<file path="src/rtl/fp_mul_scheduler.sv">
`default_nettype none
// ============================================================================
// Module      : fp_mul_scheduler
// Description : Lets NUM_REQ requesters share one external combinational
//               FP32 multiplier. A round-robin arbiter picks one request per
//               cycle. S1 registers the operands and drives the multiplier
//               directly. S2 registers the product and presents it with the
//               requester's tag on a valid/ready result port.
// Ports       : clk, rst          - clock, synchronous active-high reset
//               req_valid/ready   - per-requester handshake (ready one-hot/0)
//               req_a/req_b       - packed operands, requester i at [32i+:32]
//               mul_a/mul_b/mul_p - shared multiplier datapath interface
//               res_valid/ready   - result handshake
//               res_data/res_tag  - product and issuing requester index
//               ops_done          - completed result handshakes (wrapping)
// Revision    : 1.0 - initial release
// ============================================================================
module fp_mul_scheduler #(
  parameter int NUM_REQ = 4,
  parameter int TAG_W   = 2
) (
  input  logic                    clk,
  input  logic                    rst,
  input  logic [NUM_REQ-1:0]      req_valid,
  output logic [NUM_REQ-1:0]      req_ready,
  input  logic [32*NUM_REQ-1:0]   req_a,
  input  logic [32*NUM_REQ-1:0]   req_b,
  output logic [31:0]             mul_a,
  output logic [31:0]             mul_b,
  input  logic [31:0]             mul_p,
  output logic                    res_valid,
  input  logic                    res_ready,
  output logic [31:0]             res_data,
  output logic [TAG_W-1:0]        res_tag,
  output logic [31:0]             ops_done
);

  // Pipeline state
  logic             s1_valid_q;
  logic [TAG_W-1:0] s1_tag_q;
  logic [31:0]      s1_a_q;
  logic [31:0]      s1_b_q;
  logic             s2_valid_q;
  logic [TAG_W-1:0] s2_tag_q;
  logic [31:0]      s2_data_q;
  logic [TAG_W-1:0] ptr_q;
  logic [TAG_W-1:0] ptr_d;
  logic [31:0]      ops_q;

  // Stage enables and arbitration results
  logic             w_s2_en;
  logic             w_s1_en;
  logic             w_any;
  logic [TAG_W-1:0] w_grant_idx;
  logic [TAG_W:0]   w_sum;
  logic             w_accept;

  assign w_s2_en = !s2_valid_q || res_ready;
  assign w_s1_en = !s1_valid_q || w_s2_en;

  // Round-robin search: visit indices ptr, ptr+1, ... modulo NUM_REQ and
  // take the first asserted request. One extra bit on the sum keeps the
  // wrap correct for non-power-of-two NUM_REQ.
  always_comb begin
    w_any       = 1'b0;
    w_grant_idx = '0;
    w_sum       = '0;
    for (int k = 0; k < NUM_REQ; k++) begin
      w_sum = {1'b0, ptr_q} + (TAG_W+1)'(k);
      if (w_sum >= (TAG_W+1)'(NUM_REQ)) begin
        w_sum = w_sum - (TAG_W+1)'(NUM_REQ);
      end
      if (!w_any && req_valid[w_sum[TAG_W-1:0]]) begin
        w_any       = 1'b1;
        w_grant_idx = w_sum[TAG_W-1:0];
      end
    end
  end

  // Ready is withheld during reset so nothing is accepted then discarded.
  assign w_accept = w_any && w_s1_en && !rst;

  always_comb begin
    req_ready = '0;
    if (w_accept) begin
      req_ready[w_grant_idx] = 1'b1;
    end
  end

  always_comb begin
    ptr_d = ptr_q;
    if (w_accept) begin
      ptr_d = (w_grant_idx == TAG_W'(NUM_REQ-1)) ? '0 : w_grant_idx + 1'b1;
    end
  end

  always_ff @(posedge clk) begin
    if (rst) begin
      s1_valid_q <= 1'b0;
      s1_tag_q   <= '0;
      s1_a_q     <= '0;
      s1_b_q     <= '0;
      s2_valid_q <= 1'b0;
      s2_tag_q   <= '0;
      s2_data_q  <= '0;
      ptr_q      <= '0;
      ops_q      <= '0;
    end else begin
      if (w_s2_en) begin
        s2_valid_q <= s1_valid_q;
        s2_tag_q   <= s1_tag_q;
        s2_data_q  <= mul_p;
      end
      if (w_s1_en) begin
        s1_valid_q <= w_accept;
        // Operands only change on a real accept so the multiplier inputs
        // stay quiet when the stage empties.
        if (w_accept) begin
          s1_tag_q <= w_grant_idx;
          s1_a_q   <= req_a[32*int'(w_grant_idx) +: 32];
          s1_b_q   <= req_b[32*int'(w_grant_idx) +: 32];
        end
      end
      ptr_q <= ptr_d;
      if (s2_valid_q && res_ready) begin
        ops_q <= ops_q + 32'd1;
      end
    end
  end

  assign mul_a     = s1_a_q;
  assign mul_b     = s1_b_q;
  assign res_valid = s2_valid_q;
  assign res_data  = s2_data_q;
  assign res_tag   = s2_tag_q;
  assign ops_done  = ops_q;

endmodule
`default_nettype wire

</file>
<file path="config.mk">
export PLATFORM = sky130hd
export DESIGN_NAME = fp_mul_scheduler
export DESIGN_NICKNAME = d
export VERILOG_FILES = /design/src/rtl/fp_mul_scheduler.sv
export SDC_FILE = /design/constraint.sdc
export NUM_CORES = 1
export LEC_CHECK = 0
export ABC_AREA = 1
export BUFFER_PORTS_ARGS = -buffer_cell sky130_fd_sc_hd__buf_2
export CAP_MARGIN = 20
export CORE_AREA = 2 2 168 170
export DETAILED_ROUTE_END_ITERATION = 6
export DIE_AREA = 0 0 170 172
export PLACE_DENSITY_LB_ADDON = 0.05
export SETUP_SLACK_MARGIN = 0.4
export SYNTH_ARGS = -nofsm -noshare
export SYNTH_HDL_FRONTEND = slang
export SYNTH_SLANG_ARGS = --single-unit
export TNS_END_PERCENT = 30
</file>
<file path="constraint.sdc">
create_clock -name clk -period 2.4 [get_ports clk]
set_input_delay 0.48 -clock clk [delete_from_list [all_inputs] [get_ports clk]]
set_output_delay 0.48 -clock clk [all_outputs]
set_load 0.02 [all_outputs]
</file>
; Yosys cells after proc, flatten, opt, wreduce, memory -nomap -nowiden
; Index checks and enable logic that the tools add are counted.
[word_totals]
wordCells = 71
inputBits = 295
regBits = 136
output_inout_bits = 135
[op_classes]
shift = 2
n_eq_ne = 1
magnitude_cmp = 10
addsub = 9
muxes = 24
reduce_logical = 16
[op_table]
columns = op, count
row1 = $shiftx 128x8->32, 2
row2 = $add 32x1->32 const B, 1
row3 = $mux 2, 9
row4 = $lt 2x3->1 const B, 5
row5 = $ge 3x3->1 const B, 3
row6 = $mux 1, 9
row7 = $bmux 1 s2, 4
row8 = $sub 2x1->2 const B, 4
row9 = $logic_and 1x1->1, 7
row10 = $add 2x2->3 const B, 2
row11 = $logic_not 1->1, 6
row12 = $mux 4, 1
row13 = $add 2x1->3 const B, 1
row14 = $ge 2x3->1 const B, 1
row15 = $add 2x1->2 const B, 1
row16 = $demux 1 s2, 1
row17 = $eq 2x2->1 const B, 1
row18 = $ge 2x1->1 const B, 1
row19 = $logic_or 1x1->1, 2
row20 = $reduce_and 2->1, 1

; Longest topological paths before layout
[depth]
ltp_word = 19
mapped_depth = 16
depth_no_buf = 14

; Worst setup path after synthesis
; Ideal clock, no wire load.
[synth_path]
path_kind = input to output
start = input port req_valid[1]
end = output port req_ready[3]
path_slack_ps = 40
n_path_buf = 2
required_time_ps = 1920
stages = 14
arrival_ps = 1880
cell_sequence = inv_1 > nand2_1 > nand3_1 > nand2_1 > inv_1 > nand2_1 > nand2_1 > nand3_2 > buf_4 > buf_4 > inv_1 > ha_1 > inv_1 > nor2_1
[synth_via]
elab_chain_len = 17
elab_cells_between_ends = 30
classes_between = order compare: 2 / mux: 19 / reduce/logical: 9
[synth_lines]
columns = element, line_no
row1 = from (decl), 24  ; input logic [NUM_REQ-1:0] req_valid,
row2 = $bmux 1 s2, 73  ; if (!w_any && req_valid[w_sum[TAG_W-1:0]]) begin
row3 = $mux 1 (implied by the code), 73
row4 = $mux 1, 73
row5 = $logic_not 1->1, 73
row6 = $logic_and 1x1->1, 73
row7 = $mux 1, 73
row8 = $logic_not 1->1, 73
row9 = $logic_and 1x1->1, 73
row10 = $mux 1, 73
row11 = $logic_not 1->1, 73
row12 = $logic_and 1x1->1, 73
row13 = $mux 2, 73
row14 = $lt 2x3->1 (implied by the code) / $ge 2x1->1 (equally long branches), 86  ; req_ready[w_grant_idx] = 1'b1;
row15 = $logic_and 1x1->1 (implied by the code), 86
row16 = $mux 1 (implied by the code), 86
row17 = $demux 1 s2, 86
row18 = $mux 4 (*), 85  ; if (w_accept) begin
row19 = to (decl), 25  ; output logic [NUM_REQ-1:0] req_ready,
; Every way passes the cells marked *; elsewhere a longest branch is shown, timed or not. The select of a mux whose other input is x is not followed.

; Worst setup path in the final report
[layout_path]
start = register ptr_q[0]
end = output port req_ready[0]
[layout_via]
elab_chain_len = 19
elab_cells_between_ends = 45
classes_between = add/sub: 7 / order compare: 6 / mux: 23 / reduce/logical: 9
[layout_lines]
columns = element, line_no
row1 = from (decl), 46  ; logic [TAG_W-1:0] ptr_q;
row2 = from (signal assigned), 124  ; ptr_q <= ptr_d;
row3 = branches (longest 18 deep; another with $add 2x1->3), -
row4 = $mux 4 (*), 85
; Every way passes the cells marked *. The select of a mux whose other input is x is not followed.

==> qor.json <==
{
  "clock_latency_late_sink": {"value": 420, "unit": "ps"},
  "period_needed": {"value": 2468, "unit": "ps"},
  "post-dp-hpwl": {"value": 24.42, "unit": "mm"},
  "critical_path_class": {"value": "reg2out"},
  "hold_ws": {"value": 310.6, "unit": "ps"},
  "grt_overflow_total": {"value": 0},
  "drtAntennaViolNets": {"value": 0},
  "wire_per_inst": {"value": 16.08, "unit": "um"},
  "route.detailed.vias_per_inst": {"value": 4.884},
  "vdd_ir_drop_max": {"value": 1.228, "unit": "mV"},
  "ios": {"value": 430},
  "synth_seq_cells": {"value": 136},
  "post_synthesis_share_of_cell_area_spent_on_and_or_nand_and_nor_gates": {"value": 0.4540},
  "synthDistinctLibCells": {"value": 28},
  "final.period_utilization": {"value": 1.028},
  "detailroute.via_count": {"value": 11210},
  "die_x": {"value": 170, "unit": "um"},
  "fp.dieArea": {"value": 0.02924, "unit": "mm^2"},
  "cts_buffer_depth": {"value": 2},
  "seq_area_frac_synth": {"value": 0.3053},
  "multi_input_gate_area_in_the_final_layout": {"value": 0.005394, "unit": "mm^2"},
  "worst_r2r_endpoint": {"value": "mul_a[9]"},
  "layout.cells.most_common": {"value": "sky130_fd_sc_hd__buf_2"},
  "total_of_hold_buffers_inserted_after_clock_tree_synthesis": {"value": 0},
  "finalClockSkew": {"value": 10.28, "unit": "ps"},
  "post_synth_inst_count": {"value": 1529},
  "hold-path-cell-count": {"value": 3},
  "grt_pass1_vias": {"value": 10440},
  "mostFrequentLayoutCells": {"value": "425 x sky130_fd_sc_hd__buf_2, 310 x sky130_fd_sc_hd__nand2_1, 291 x sky130_fd_sc_hd__inv_1"},
  "layout.core_utilization": {"value": 0.4878},
  "htreeDepth": {"value": 4},
  "num-fill-cells": {"value": 2968},
  "worst_setup_sp_type": {"value": "flip-flop"},
  "post-layout-total-power": {"value": 21.18, "unit": "mW"},
  "placed_cells": {"value": 2226},
  "setup_slack_of_the_most_critical_reg_to_reg_path": {"value": 10, "unit": "ps"},
  "timing.critical_path.to_type": {"value": "output port"},
  "totalNegativeSetupSlack": {"value": -247.0, "unit": "ps"},
  "critPathSlowestCell": {"value": "sky130_fd_sc_hd__dfxtp_4"},
  "p_leak": {"value": 7.742, "unit": "nW"},
  "outcome": {"value": "finished with violations"},
  "dr.first_iter.drc_count": {"value": 682},
  "ctsRootBufferMaster": {"value": "sky130_fd_sc_hd__clkbuf_16"},
  "rsz0062_at_grt": {"value": "true"},
  "gp_congestion": {"value": 0.8564},
  "sequential_cell_area": {"value": 0.002734, "unit": "mm^2"},
  "core_box_area": {"value": 0.02748, "unit": "mm^2"},
  "post_synth_xor_area_fraction": {"value": 0.01179},
  "numCtsBuffers": {"value": 17},
  "cpPeakStageDelay": {"value": 390, "unit": "ps"},
  "synth_fp_nets": {"value": 1826},
  "cp_data_arrival_time": {"value": 1990, "unit": "ps"},
  "tritoncts_num_sinks": {"value": 136},
  "grt_first_pass_wirelength": {"value": 56.45, "unit": "mm"},
  "timing.final.max_slew_violations": {"value": 0},
  "worst_slack_after_detailed_placement": {"value": -12.64, "unit": "ps"},
  "rr_startpoint": {"value": "ptr_q[0]"},
  "maxSlewHeadroom": {"value": 0.6219},
  "ratio_of_cells_with_drive_above_1_in_the_final_layout": {"value": 0.3653},
  "post_synth_mux_area_share": {"value": 0},
  "crit_required": {"value": 1920, "unit": "ps"},
  "r2r_cells": {"value": 20},
  "start_util": {"value": 0.3245},
  "path_clk_slew": {"value": 70, "unit": "ps"},
  "maxClockFrequency": {"value": 405.2, "unit": "MHz"},
  "worst-path-max-fanout": {"value": 8},
  "largest_family_of_logic_cells_by_synthesized_area": {"value": "simple AND/OR/NAND/NOR gates"},
  "portBuffers": {"value": 429},
  "grt_antenna_before_repair": {"value": 11},
  "fp-row-count": {"value": 61},
  "fin_area": {"value": 0.01340, "unit": "mm^2"},
  "cts_tree": {"value": "built"},
  "placed_cell_area": {"value": 0.01148, "unit": "mm^2"},
  "timing.hold.worst_endpoint": {"value": "res_data[12]"},
  "worst_setup_slack_after_layout": {"value": -67.73, "unit": "ps"},
  "worstPathCellList": {"value": "buf_12, nand2_4, nand3_2, nand2_2, nor2_4, nand3_4, nand3_4, buf_12, nand2_8, nor2_4, buf_6"},
  "finalHoldViolations": {"value": 0},
  "globalRouteTotalUtil": {"value": 0.2441},
  "final_nets": {"value": 2225},
  "synth_compound_gate_area_share": {"value": 0.04097},
  "failed_checks": {"value": "negative setup slack"},
  "post_synth_fa_ha_maj_area_fraction": {"value": 0.002806},
  "largest_net_degree_at_the_start_of_global_routing": {"value": 129},
  "drt_first_pass_iters": {"value": 5},
  "die-height": {"value": 172, "unit": "um"},
  "area_growth": {"value": 50.29, "unit": "%"},
  "layoutNonFillerInstCount": {"value": 2296},
  "hp-class": {"value": "in2reg"},
  "synth.avg_cell_area": {"value": 5.832, "unit": "um^2"},
  "synthesis_warnings": {"value": 0},
  "route.final.wire_length": {"value": 36.93, "unit": "mm"},
  "synth_area": {"value": 0.008917, "unit": "mm^2"},
  "worst_pin_slew": {"value": 567.2, "unit": "ps"},
  "timing.hold.worst.start": {"value": "mul_p[12]"},
  "max_cap_violations": {"value": 0},
  "timing.final.setup_violations": {"value": 4},
  "power.density_cell_area": {"value": 1580, "unit": "mW/mm^2"},
  "drc_errors": {"value": 0}
}
-- routing by layer --
layer | part of all wire | GRT usage | vias to the layer above
li1 | - | - | 5618
met1 | 0.43 | 0.3116 | 5183
met2 | 0.49 | 0.4185 | 368
met3 | 0.066 | 0.05356 | 39
met4 | 0.017 | 0.06169 | 6
met5 | 0.00087 | 0 | -
-- state kept, by name, summed over array words and instances (netlist names) --
name	cells
mul_a	32
res_tag	2
s1_tag_q	2
ops_done	32
mul_b	32
ptr_q	2
res_valid	1
res_data	32
s1_valid_q	1
-- Yosys cell counts (all sizes together) --
master	count	area share
nand2	409	0.17
inv	305	0.13
nand3	214	0.12
nand4	140	0.098
dfxtp	136	0.31
nor2	122	0.052
buf	60	0.037
clkbuf	46	0.019
o21ai	44	0.025
a21oi	18	0.010
nor3	11	0.0062
xor2	8	0.0079
xnor2	4	0.0039
a211oi	2	0.0017
ha	2	0.0028
nand3b	2	0.0017
a21boi	1	0.00084
a221oi	1	0.00098
a31oi	1	0.00070
nor4	1	0.00070
o21a	1	0.00084
o21ba	1	0.0011
-- final cells by class --
type,instances,share of cell area
Sequential cell,136,0.2040
Timing Repair Buffer,486,0.2287
Clock inverter,14,0.009616
Clock buffer,18,0.03277
Inverter,305,0.08841
Antenna cell,9,0.001681
Tap cell,346,0.03230
Multi-Input combinational cell,982,0.4025
-- worst max-delay path by stage --
stage / startpoint / to / slack, ps / cells past startpoint
final: ptr_q[0] / req_ready[0] / -70 / 11
after global routing: ptr_q[0] / req_ready[1] / -190 / 11
after CTS: ptr_q[0] / req_ready[3] / -90 / 13
after detailed placement: req_valid[3] / mul_a[5] / -10 / 13
after global placement: req_valid[3] / s1_tag_q[1] / 60 / 12
after floorplan: req_valid[1] / req_ready[3] / 300 / 15
-- kinds of logic after synthesis --
kind of cell | Yosys count
AO/OA/AOI/OAI | 69
XOR/XNOR | 12
adder cells (fa/ha/maj) | 2
buffers and inverters | 411
flip-flops | 136
AND/OR/NAND/NOR | 899
-- critical path, delay by kind of cell (launching register included) --
family                 cells  cell delay, ps
buffers and inverters      3             390
AND/OR/NAND/NOR            8             780
flip-flops                 1             390
-- report_power, final --
group	total [mW]	leakage (nW)	switching (mW)	internal, mW
sequential	3.23	1.13	0.331	2.90
clock	2.57	0.270	1.18	1.39
combinational	15.4	6.34	9.14	6.24
-- repair_timing --
item | 4_1_cts | 5_1_grt
resized for setup | 172 | 75
pin swaps | 117 | 76
setup buffers | 17 | 2
setup endpoints to repair | 73 | 82
endpoints found under the hold margin | 0 | 0
cloned | 9 | 1
No activity file was read; power rests on OpenSTA's default activity.
